--- src/rtl/dp_ram_port_arbiter.sv ---
// -----------------------------------------------------------------------------
// dp_ram_port_arbiter
// Shares the two ports (A, B) of a dual-port RAM among NUM_REQ requesters.
// Up to two requests are granted per cycle in round-robin order. A request
// whose address matches the port-A address is held off for that cycle, so the
// two ports never touch the same location together. Granted commands are
// registered onto the RAM ports. Read responses return to the issuing
// requester two cycles after the handshake edge.
//
// Ports
//   clk, rst                  single clock, synchronous active-high reset
//   req/we/addr/wdata         per-requester command (packed, requester i at slice i)
//   gnt                       combinational grant, transfer when req[i] && gnt[i]
//   rvalid/rdata              per-requester read response (1-cycle pulse / held data)
//   ram_addr_x, ram_we_x      registered RAM port command (x = a, b)
//   ram_drv_en_x, ram_wdat_x  registered tri-state enable and value for dbus_x
//   ram_dout_x                RAM read data for port x
// -----------------------------------------------------------------------------
module dp_ram_port_arbiter #(
    parameter int ADDR_SIZE = 6,
    parameter int DATA_BITS = 8,
    parameter int NUM_REQ   = 4
) (
    input  logic                         clk,
    input  logic                         rst,
    input  logic [NUM_REQ-1:0]           req,
    input  logic [NUM_REQ-1:0]           we,
    input  logic [NUM_REQ*ADDR_SIZE-1:0] addr,
    input  logic [NUM_REQ*DATA_BITS-1:0] wdata,
    output logic [NUM_REQ-1:0]           gnt,
    output logic [NUM_REQ-1:0]           rvalid,
    output logic [NUM_REQ*DATA_BITS-1:0] rdata,
    output logic [ADDR_SIZE-1:0]         ram_addr_a,
    output logic                         ram_we_a,
    output logic                         ram_drv_en_a,
    output logic [DATA_BITS-1:0]         ram_wdat_a,
    input  logic [DATA_BITS-1:0]         ram_dout_a,
    output logic [ADDR_SIZE-1:0]         ram_addr_b,
    output logic                         ram_we_b,
    output logic                         ram_drv_en_b,
    output logic [DATA_BITS-1:0]         ram_wdat_b,
    input  logic [DATA_BITS-1:0]         ram_dout_b
);

    localparam int IDX_W = (NUM_REQ > 1) ? $clog2(NUM_REQ) : 1;

    // (base + offs) modulo NUM_REQ; offs never exceeds NUM_REQ-1
    function automatic logic [IDX_W-1:0] wrap_idx(input logic [IDX_W-1:0] base,
                                                  input int offs);
        int sum_v;
        sum_v = int'(base) + offs;
        return IDX_W'((sum_v >= NUM_REQ) ? (sum_v - NUM_REQ) : sum_v);
    endfunction

    logic [IDX_W-1:0]     ptr_r;
    logic [IDX_W-1:0]     scan_idx_s [NUM_REQ];
    logic                 sel_a_s;
    logic                 sel_b_s;
    logic [IDX_W-1:0]     idx_a_s;
    logic [IDX_W-1:0]     idx_b_s;
    logic [ADDR_SIZE-1:0] addr_sel_a_s;
    logic [ADDR_SIZE-1:0] addr_sel_b_s;
    logic [IDX_W-1:0]     last_idx_s;
    logic [IDX_W-1:0]     ptr_nxt_s;

    logic                 tag_a1_vld_r;
    logic [IDX_W-1:0]     tag_a1_id_r;
    logic                 tag_a2_vld_r;
    logic [IDX_W-1:0]     tag_a2_id_r;
    logic                 tag_b1_vld_r;
    logic [IDX_W-1:0]     tag_b1_id_r;
    logic                 tag_b2_vld_r;
    logic [IDX_W-1:0]     tag_b2_id_r;
    logic [NUM_REQ-1:0]   rsp_mask_s;

    // Requester index visited at each scan position, starting at the pointer
    always_comb begin
        for (int k = 0; k < NUM_REQ; k++) begin
            scan_idx_s[k] = wrap_idx(ptr_r, k);
        end
    end

    // Round-robin scan: first requester takes port A, the next one with a
    // different address takes port B; same-address requesters wait a cycle
    always_comb begin
        sel_a_s      = 1'b0;
        sel_b_s      = 1'b0;
        idx_a_s      = '0;
        idx_b_s      = '0;
        addr_sel_a_s = '0;
        addr_sel_b_s = '0;
        for (int k = 0; k < NUM_REQ; k++) begin
            if (req[scan_idx_s[k]] && !rst) begin
                if (!sel_a_s) begin
                    sel_a_s      = 1'b1;
                    idx_a_s      = scan_idx_s[k];
                    addr_sel_a_s = addr[int'(scan_idx_s[k]) * ADDR_SIZE +: ADDR_SIZE];
                end else if (!sel_b_s &&
                             (addr[int'(scan_idx_s[k]) * ADDR_SIZE +: ADDR_SIZE] != addr_sel_a_s)) begin
                    sel_b_s      = 1'b1;
                    idx_b_s      = scan_idx_s[k];
                    addr_sel_b_s = addr[int'(scan_idx_s[k]) * ADDR_SIZE +: ADDR_SIZE];
                end else begin
                    // already two winners, or colliding with port A: skipped
                    sel_b_s = sel_b_s;
                end
            end else begin
                sel_a_s = sel_a_s;
            end
        end
    end

    // Grant vector and the pointer value following the last winner
    always_comb begin
        gnt        = (NUM_REQ'(sel_a_s) << idx_a_s) | (NUM_REQ'(sel_b_s) << idx_b_s);
        last_idx_s = sel_b_s ? idx_b_s : idx_a_s;
        ptr_nxt_s  = wrap_idx(last_idx_s, 1);
    end

    // Round-robin pointer, advanced only on cycles with a grant
    always_ff @(posedge clk) begin
        if (rst) begin
            ptr_r <= '0;
        end else if (sel_a_s) begin
            ptr_r <= ptr_nxt_s;
        end else begin
            ptr_r <= ptr_r;
        end
    end

    // Port A command register; an idle port keeps its address
    always_ff @(posedge clk) begin
        if (rst) begin
            ram_addr_a   <= '0;
            ram_we_a     <= 1'b0;
            ram_drv_en_a <= 1'b0;
            ram_wdat_a   <= '0;
        end else if (sel_a_s) begin
            ram_addr_a   <= addr_sel_a_s;
            ram_we_a     <= we[idx_a_s];
            ram_drv_en_a <= we[idx_a_s];
            ram_wdat_a   <= wdata[int'(idx_a_s) * DATA_BITS +: DATA_BITS];
        end else begin
            ram_we_a     <= 1'b0;
            ram_drv_en_a <= 1'b0;
        end
    end

    // Port B command register; an idle port keeps its address
    always_ff @(posedge clk) begin
        if (rst) begin
            ram_addr_b   <= '0;
            ram_we_b     <= 1'b0;
            ram_drv_en_b <= 1'b0;
            ram_wdat_b   <= '0;
        end else if (sel_b_s) begin
            ram_addr_b   <= addr_sel_b_s;
            ram_we_b     <= we[idx_b_s];
            ram_drv_en_b <= we[idx_b_s];
            ram_wdat_b   <= wdata[int'(idx_b_s) * DATA_BITS +: DATA_BITS];
        end else begin
            ram_we_b     <= 1'b0;
            ram_drv_en_b <= 1'b0;
        end
    end

    // Two-stage read tags: stage 1 while the RAM reads, stage 2 while dout is valid
    always_ff @(posedge clk) begin
        if (rst) begin
            tag_a1_vld_r <= 1'b0;
            tag_a1_id_r  <= '0;
            tag_a2_vld_r <= 1'b0;
            tag_a2_id_r  <= '0;
            tag_b1_vld_r <= 1'b0;
            tag_b1_id_r  <= '0;
            tag_b2_vld_r <= 1'b0;
            tag_b2_id_r  <= '0;
        end else begin
            tag_a1_vld_r <= sel_a_s && !we[idx_a_s];
            tag_a1_id_r  <= idx_a_s;
            tag_a2_vld_r <= tag_a1_vld_r;
            tag_a2_id_r  <= tag_a1_id_r;
            tag_b1_vld_r <= sel_b_s && !we[idx_b_s];
            tag_b1_id_r  <= idx_b_s;
            tag_b2_vld_r <= tag_b1_vld_r;
            tag_b2_id_r  <= tag_b1_id_r;
        end
    end

    // Requesters receiving read data this cycle (both ports may complete at once)
    always_comb begin
        rsp_mask_s = (NUM_REQ'(tag_a2_vld_r) << tag_a2_id_r) |
                     (NUM_REQ'(tag_b2_vld_r) << tag_b2_id_r);
    end

    // Response registers; rdata slices hold between responses
    always_ff @(posedge clk) begin
        if (rst) begin
            rvalid <= '0;
            rdata  <= '0;
        end else begin
            rvalid <= rsp_mask_s;
            if (tag_a2_vld_r) begin
                rdata[int'(tag_a2_id_r) * DATA_BITS +: DATA_BITS] <= ram_dout_a;
            end
            if (tag_b2_vld_r) begin
                rdata[int'(tag_b2_id_r) * DATA_BITS +: DATA_BITS] <= ram_dout_b;
            end
        end
    end

endmodule

--- config.mk ---
export PLATFORM = sky130hd
export DESIGN_NAME = dp_ram_port_arbiter
export DESIGN_NICKNAME = d
export VERILOG_FILES = /design/src/rtl/dp_ram_port_arbiter.sv
export SDC_FILE = /design/constraint.sdc
export NUM_CORES = 1
export LEC_CHECK = 0
export CORE_MARGIN = 3
export CORE_UTILIZATION = 50
export CTS_CLUSTER_SIZE = 16
export DETAILED_ROUTE_END_ITERATION = 12
export PLACE_DENSITY = 0.82
export SLEW_MARGIN = 30
export SYNTH_ARGS = -nofsm -noshare
export SYNTH_HDL_FRONTEND = slang
export SYNTH_SLANG_ARGS = --single-unit
--- constraint.sdc ---
create_clock -name clk -period 5.25 [get_ports clk]
set_clock_uncertainty 0.2 [all_clocks]
set_input_delay 1.05 -clock clk [delete_from_list [all_inputs] [get_ports clk]]
set_output_delay 1.05 -clock clk [all_outputs]
set_load 0.02 [all_outputs]
# ---- Word level (Yosys, flattened, before mapping)
# Index checks and enable logic that the tools add are counted.
dict set report op_classes {
  addsub 11
  multipliers 4
  magnitude_cmp 11
  n_eq_ne 3
  shifts 14
  n_mux 68
  bitwise 4
  n_reduce_logical 15
}
# op n
set op_table {}
lappend op_table {{$mux W32} 3}
lappend op_table {{$mux W6} 16}
lappend op_table {{$shiftx A24 B6 Y6} 4}
lappend op_table {{$neg A5 Y33} 2}
lappend op_table {{$shift A8 B33 Y32 const A} 2}
lappend op_table {{$shiftx A8 B33 Y32} 2}
lappend op_table {{$bwmux W32} 2}
lappend op_table {{$shiftx A32 B6 Y8} 2}
lappend op_table {{$mux W2} 22}
lappend op_table {{$mux W1} 19}
lappend op_table {{$lt A2 B3 Y1 const B} 6}
lappend op_table {{$ne A6 B6 Y1} 3}
lappend op_table {{$mul A2 B2 Y4 const B} 4}
lappend op_table {{$shl A1 B2 Y4} 4}
lappend op_table {{$bmux W1 S2} 6}
lappend op_table {{$ge A3 B3 Y1 const B} 4}
lappend op_table {{$sub A2 B1 Y2 const B} 5}
lappend op_table {{$logic_and A1 B1 Y1} 8}
lappend op_table {{$or A4 B4 Y4} 2}
lappend op_table {{$add A2 B1 Y3 const B} 2}
lappend op_table {{$add A2 B2 Y3 const B} 2}
lappend op_table {{$logic_not A1 Y1} 5}
lappend op_table {{$reduce_or A2 Y1} 2}
lappend op_table {{$ge A2 B3 Y1 const B} 1}
lappend op_table {{$not A1 Y1} 2}
dict set report word_totals {
  register_bits 80
  in_bits 82
  out_inout_bits 72
  word_cells 147
}

# ---- Depth between registers and ports, before layout
dict set report depth {
  depth_word 24
  depth_mapped 18
}

# ---- Worst setup path before layout
# OpenSTA, ideal clock, no wires.
dict set report synth_path {
  path_kind {input-to-output}
  from {input port rst}
  to {output port gnt[3]}
  arrival_ns 3.931
  required_ns 4.000
  path_slack_ns 0.069
  cell_stages 14
  path_buffers 5
  path_cell_list {buf_2 or2_1 o22a_1 buf_2 or3_1 a31oi_1 a221oi_1 and4_1 buf_4 o31a_1 clkbuf_2 a21o_4 buf_6 o21ai_0}
}
dict set report synth_between {
  elab_chain_len 19
  elab_cells_between_ends 49
  classes_between {eq/ne (3); shift (2); mux (34); bitwise (1); reduce/logical (9)}
}
# item line_no
set synth_rtl {}
lappend synth_rtl {{start, declared} 25} ;# input logic rst,
lappend synth_rtl {{$logic_not A1 Y1 *} 93} ;# if (req[scan_idx_s[k]] && !rst) begin
lappend synth_rtl {{$logic_and A1 B1 Y1} 93}
lappend synth_rtl {{$mux W6} 93}
lappend synth_rtl {{$ne A6 B6 Y1} 99} ;# (addr[int'(scan_idx_s[k]) * ADDR_SIZE +: ADDR_SIZE] != addr_sel_a_s)) begin
lappend synth_rtl {{$mux W1} 98} ;# end else if (!sel_b_s &&
lappend synth_rtl {{$mux W1} 94} ;# if (!sel_a_s) begin
lappend synth_rtl {{$mux W1} 93}
lappend synth_rtl {{$logic_not A1 Y1} 98}
lappend synth_rtl {{[3 not listed]} n/a}
lappend synth_rtl {{$mux W1} 93}
lappend synth_rtl {{$logic_not A1 Y1} 98}
lappend synth_rtl {{$logic_and A1 B1 Y1} 98}
lappend synth_rtl {{$mux W1 or $mux W2 (tied branches)} 98}
lappend synth_rtl {{$mux W1 or $mux W2 (tied branches)} 94}
lappend synth_rtl {{$mux W1 or $mux W2 (tied branches)} 93}
lappend synth_rtl {{$shl A1 B2 Y4} 115} ;# gnt = (NUM_REQ'(sel_a_s) << idx_a_s) | (NUM_REQ'(sel_b_s) << idx_b_s);
lappend synth_rtl {{$or A4 B4 Y4 *} 115}
lappend synth_rtl {{end, declared} 30} ;# output logic [NUM_REQ-1:0] gnt,
# Mark *: on every way between the ends. The rest lies on a longest branch, timed or not.

# ---- Final worst setup path
dict set report layout_path {
  from {input port addr[0]}
  to {output port gnt[0]}
}
dict set report layout_between {
  elab_chain_len 18
  elab_cells_between_ends 36
  classes_between {eq/ne (3); shift (5); mux (23); bitwise (1); reduce/logical (4)}
}
# item line_no
set layout_rtl {}
lappend layout_rtl {{start, declared} 28} ;# input logic [NUM_REQ*ADDR_SIZE-1:0] addr,
lappend layout_rtl {{$shiftx A24 B6 Y6} n/a}
lappend layout_rtl {{$mux W6} 93}
lappend layout_rtl {{$ne A6 B6 Y1} 99}
lappend layout_rtl {{$mux W1} 98}
lappend layout_rtl {{$mux W1} 94}
lappend layout_rtl {{$mux W1} 93}
lappend layout_rtl {{$logic_not A1 Y1} 98}
lappend layout_rtl {{$logic_and A1 B1 Y1} 98}
lappend layout_rtl {{[2 not listed]} n/a}
lappend layout_rtl {{$mux W1} 93}
lappend layout_rtl {{$logic_not A1 Y1} 98}
lappend layout_rtl {{$logic_and A1 B1 Y1} 98}
lappend layout_rtl {{$mux W1 or $mux W2 (tied branches)} 98}
lappend layout_rtl {{$mux W1 or $mux W2 (tied branches)} 94}
lappend layout_rtl {{$mux W1 or $mux W2 (tied branches)} 93}
lappend layout_rtl {{$shl A1 B2 Y4 *} 115}
lappend layout_rtl {{$or A4 B4 Y4 *} 115}
# Marks and branches as above.

==> impl_metrics.xml <==
<?xml version="1.0" encoding="UTF-8"?>
<metrics>
  <group name="placement">
    <metric name="hpwlAfterDp" unit="mm">16.8</metric>
    <metric name="placement.setup.worst_slack" unit="ns">-0.829</metric>
    <metric name="routabilityCongestion" unit="">0.974</metric>
    <metric name="numPlacedInstances" unit="">1062</metric>
    <metric name="i_o_buffers" unit="">153</metric>
  </group>
  <group name="critical_path">
    <metric name="critPathLaunchType" unit="">input pin</metric>
    <metric name="cp_data_required_time" unit="ns">4.00</metric>
    <metric name="cp-end-kind" unit="">primary output</metric>
    <metric name="cp_data_arrival_time" unit="ns">3.92</metric>
    <metric name="critical-path-slowest-cell" unit="">sky130_fd_sc_hd__or4_4</metric>
    <metric name="worstSetupPathType" unit="">input pin to primary output</metric>
    <metric name="worst_path_dominant_cell_family" unit="">compound AO/OA/AOI/OAI gates</metric>
    <metric name="timing.critical_path.cells" unit="">dlygate4sd2_1, mux4_2, o221a_2, a221oi_4, or3_1, o211ai_1, or4_4, o2111ai_4, a21o_4, nand2_1, o32ai_2, buf_4</metric>
    <metric name="cp.buffers_inverters" unit="">2</metric>
    <metric name="worstPathMaxFanout" unit="">5</metric>
    <metric name="crit_path_max_incr_delay" unit="ns">0.55</metric>
  </group>
  <group name="power">
    <metric name="vdd_drop_max" unit="V">0.000445</metric>
    <metric name="p_comb_share" unit="%">67.0</metric>
    <metric name="power.share.switching" unit="%">44.3</metric>
    <metric name="p_clk_share" unit="%">12.9</metric>
    <metric name="power_switching" unit="W">0.00207</metric>
    <metric name="reg_power_share" unit="%">20.0</metric>
    <metric name="pwr_cell_area" unit="mW/mm^2">533</metric>
    <metric name="internal_power" unit="W">0.00259</metric>
    <metric name="leakage" unit="nW">3.57</metric>
  </group>
  <group name="sta">
    <metric name="layout_min_cycle_time" unit="ns">5.17</metric>
    <metric name="final.hold.worst_slack" unit="ns">0.233</metric>
    <metric name="timing.final.setup_violations" unit="">0</metric>
    <metric name="worst-slew-pin-transition" unit="ns">0.941</metric>
    <metric name="report.final.hold_viol_count" unit="">0</metric>
    <metric name="maxSlewHeadroom" unit="%">37.1</metric>
    <metric name="postLayoutSetupSlackWorst" unit="ns">0.0761</metric>
    <metric name="timing.final.max_slew_violations" unit="">0</metric>
    <metric name="fmax" unit="MHz">193</metric>
    <metric name="fin_crit_sh" unit="%">98.6</metric>
  </group>
  <group name="clocking">
    <metric name="clock_tree_from_tritoncts" unit="">built</metric>
    <metric name="cts_buffer_depth" unit="">2</metric>
    <metric name="cts.clk_slew.worst_paths" unit="ns">0.06</metric>
    <metric name="cts_root_buffer" unit="">sky130_fd_sc_hd__clkbuf_16</metric>
    <metric name="cts_hold_repair.buffers" unit="">0</metric>
    <metric name="clk-insertion-delay-late" unit="ns">0.33</metric>
    <metric name="cts.sink_count" unit="">80</metric>
    <metric name="tritoncts.num_buffers" unit="">9</metric>
    <metric name="cts-htree-levels" unit="">3</metric>
  </group>
  <group name="routing">
    <metric name="route.antenna.remaining_nets" unit="">0</metric>
    <metric name="routedWlPerCell" unit="um">20.1</metric>
    <metric name="finalWirelength" unit="mm">21.9</metric>
    <metric name="dr_total_vias" unit="">6801</metric>
    <metric name="dr.first_iter.drc_count" unit="">777</metric>
    <metric name="dr.pass1.iters" unit="">6</metric>
    <metric name="viasPerCell" unit="">6.26</metric>
    <metric name="detail_route.drc_violations" unit="">0</metric>
  </group>
  <group name="synthesis">
    <metric name="synth-async-reset-ratio" unit="%">0</metric>
    <metric name="synth_edf_count" unit="">0</metric>
    <metric name="synth.ff_latch_count" unit="">80</metric>
    <metric name="yosys_warnings" unit="">0</metric>
    <metric name="post_synth_inst_count" unit="">691</metric>
    <metric name="synthDominantAreaCellType" unit="">sky130_fd_sc_hd__dfxtp_1</metric>
    <metric name="post_synth_fa_ha_maj_area_fraction" unit="%">2.31</metric>
    <metric name="main_combinational_cell_family_by_area_after_synthesis" unit="">compound AO/OA/AOI/OAI gates</metric>
    <metric name="synth_xor_xnor_area_share" unit="%">2.21</metric>
    <metric name="syn_nets" unit="">784</metric>
    <metric name="post-synth-top-count-cell" unit="">sky130_fd_sc_hd__dfxtp_1</metric>
    <metric name="complex_gate_fraction_of_the_synthesized_area" unit="%">26.6</metric>
    <metric name="synth.top_cells.by_area" unit="">sky130_fd_sc_hd__dfxtp_1, sky130_fd_sc_hd__mux2i_1, sky130_fd_sc_hd__mux4_2</metric>
    <metric name="synth_simple_gate_area_share" unit="%">17.8</metric>
    <metric name="synth_area_per_cell" unit="sq um">8.61</metric>
    <metric name="netlist_top_cells_count" unit="">sky130_fd_sc_hd__dfxtp_1, sky130_fd_sc_hd__nor2_1, sky130_fd_sc_hd__nand2_1</metric>
    <metric name="synth.top_cell.area_share" unit="%">26.9</metric>
    <metric name="yosys_most_used_dff" unit="">sky130_fd_sc_hd__dfxtp_1</metric>
    <metric name="netlist-cell-type-count" unit="">73</metric>
    <metric name="post_synth_mux_area_share" unit="%">17.8</metric>
    <metric name="synth-seq-area-share" unit="%">26.9</metric>
    <metric name="syn-cell-area" unit="sq mm">0.00595</metric>
  </group>
  <group name="layout">
    <metric name="drive_above_1_share" unit="%">24.9</metric>
    <metric name="antenna_cells_inserted" unit="">0</metric>
    <metric name="fin_cells" unit="">1087</metric>
    <metric name="finish.net_count" unit="">1032</metric>
    <metric name="area.growth.synth_to_final" unit="%">47.1</metric>
  </group>
  <group name="grt">
    <metric name="grt_start_max_net_pins" unit="">49</metric>
    <metric name="antenna_violations_before_repair" unit="">0</metric>
    <metric name="first_global_vias" unit="">6693</metric>
    <metric name="grt-ovfl-total" unit="">0</metric>
    <metric name="grt.total_usage" unit="%">32.1</metric>
    <metric name="grt_pass1_wl" unit="mm">34.2</metric>
  </group>
  <group name="die">
    <metric name="floorplan.initialDensity" unit="%">51.6</metric>
    <metric name="placeableCoreArea" unit="sq mm">0.0115</metric>
    <metric name="design.die.area" unit="sq mm">0.0132</metric>
    <metric name="die_width" unit="um">115</metric>
    <metric name="rows" unit="">39</metric>
    <metric name="top_level_ports" unit="">154</metric>
    <metric name="die_y" unit="um">115</metric>
  </group>
  <group name="status">
    <metric name="outcome" unit="">complete, no violations</metric>
  </group>
  <group name="flow_run">
    <metric name="cap_viol_max_count" unit="">0</metric>
  </group>
  <group name="hold_path">
    <metric name="min-delay-path-class" unit="">flip-flop to flip-flop</metric>
  </group>
</metrics>
kinds of logic after synthesis:
group,Yosys count
muxes,87
and+or+nand+nor,218
AOI/OAI and AO/OA,206
xor gates and xnor gates,15
adders and majority gates,11
DFF,80
buffers and inverters,74
path summary, 6_finish.rpt:
check	from	end	slack, ns	cells after the start
max reg2reg	ptr_r[1]$_SDFFE_PP0N_	ram_wdat_b[0]$_SDFFE_PP0P_	1.07	14
min reg2reg	tag_b1_id_r[0]$_SDFF_PP0_	tag_b2_id_r[0]$_SDFF_PP0_	0.23	1
min	tag_b1_id_r[0]$_SDFF_PP0_	tag_b2_id_r[0]$_SDFF_PP0_	0.23	1
max	addr[0]	gnt[0]	0.08	12
area by class of cell:
cell class,count,area [sq um]
fillers,821,2770
well taps,143,179
multi-input cells,537,4080
repair buffers,284,2490
inverters,27,109
flip-flops and latches,80,1610
clock buffers,9,225
clock inverters,7,58.8
routing by layer:
layer / routed length, um / global-route usage [%] / up-vias
li1: - / - / 3096
met1: 9060 / 43.9 / 3240
met2: 10300 / 52.2 / 430
met3: 2220 / 6.95 / 35
met4: 312 / 7.43 / 0
met5: 0 / 0 / -
sequential cells by signal (all words and copies together), names as in the netlist:
signal and cells:
ram_drv_en_a 1, ram_addr_b 6, tag_a1_id_r 2, rvalid 4, tag_b1_vld_r 1, tag_b1_id_r 2
ram_wdat_a 8, ram_drv_en_b 1, ram_wdat_b 8, tag_b2_id_r 2, tag_a1_vld_r 1, tag_a2_vld_r 1
tag_a2_id_r 2, rdata 32, ram_addr_a 6, ptr_r 2, tag_b2_vld_r 1
power by group through the flow:
stage,clock (W),combinational (W),sequential (W)
after floorplan,0,0.00169,0.00100
after global placement,0,0.00289,0.000928
after detailed placement,0,0.00294,0.000932
after CTS,0.000612,0.00301,0.000924
after global routing,0.000638,0.00330,0.000951
final,0.000603,0.00312,0.000933
cells in the final DEF, fill, tap and decap left out, types with 8 or more instances in the layout:
cell | Yosys | layout
sky130_fd_sc_hd__buf_4 | 8 | 133
sky130_fd_sc_hd__dlygate4sd2_1 | 0 | 10
sky130_fd_sc_hd__nand2_1 | 65 | 65
sky130_fd_sc_hd__xor2_1 | 8 | 8
sky130_fd_sc_hd__dfxtp_1 | 80 | 78
sky130_fd_sc_hd__clkdlybuf4s50_1 | 0 | 127
sky130_fd_sc_hd__mux2i_1 | 62 | 59
sky130_fd_sc_hd__o221a_2 | 9 | 9
sky130_fd_sc_hd__nor2b_1 | 11 | 11
sky130_fd_sc_hd__mux4_2 | 14 | 14
sky130_fd_sc_hd__o21ai_1 | 9 | 9
sky130_fd_sc_hd__a22o_1 | 26 | 26
sky130_fd_sc_hd__inv_1 | 24 | 23
sky130_fd_sc_hd__a21oi_1 | 32 | 32
sky130_fd_sc_hd__nand3_1 | 17 | 17
sky130_fd_sc_hd__a211oi_1 | 14 | 14
sky130_fd_sc_hd__a31oi_1 | 10 | 10
sky130_fd_sc_hd__o21ai_0 | 16 | 15
sky130_fd_sc_hd__mux2_2 | 11 | 11
sky130_fd_sc_hd__ha_1 | 11 | 11
sky130_fd_sc_hd__a22oi_1 | 34 | 34
sky130_fd_sc_hd__nor2_1 | 67 | 67
sky130_fd_sc_hd__clkbuf_16 | 0 | 9
what timing repair did:
action | in CTS | in global routing
endpoints found under the setup margin | 4 | 4
pin swaps | 9 | 10
buffers inserted | 5 | 4
gates resized for setup | 47 | 27
stage by stage:
stage          util (%)  instance area [sq um]  power (W)  setup TNS (ns)
3_3_place_gp       72.1                   8300    0.00382           -3.46
5_1_grt            75.9                   8750    0.00489         -0.0854
2_1_floorplan         -                   5950    0.00269               0
4_1_cts            75.1                   8650    0.00455               0
3_5_place_dp       72.1                   8300    0.00388           -2.99
6_report           75.9                   8750    0.00466               0
Note: power is estimated with default switching activity, not from simulation.
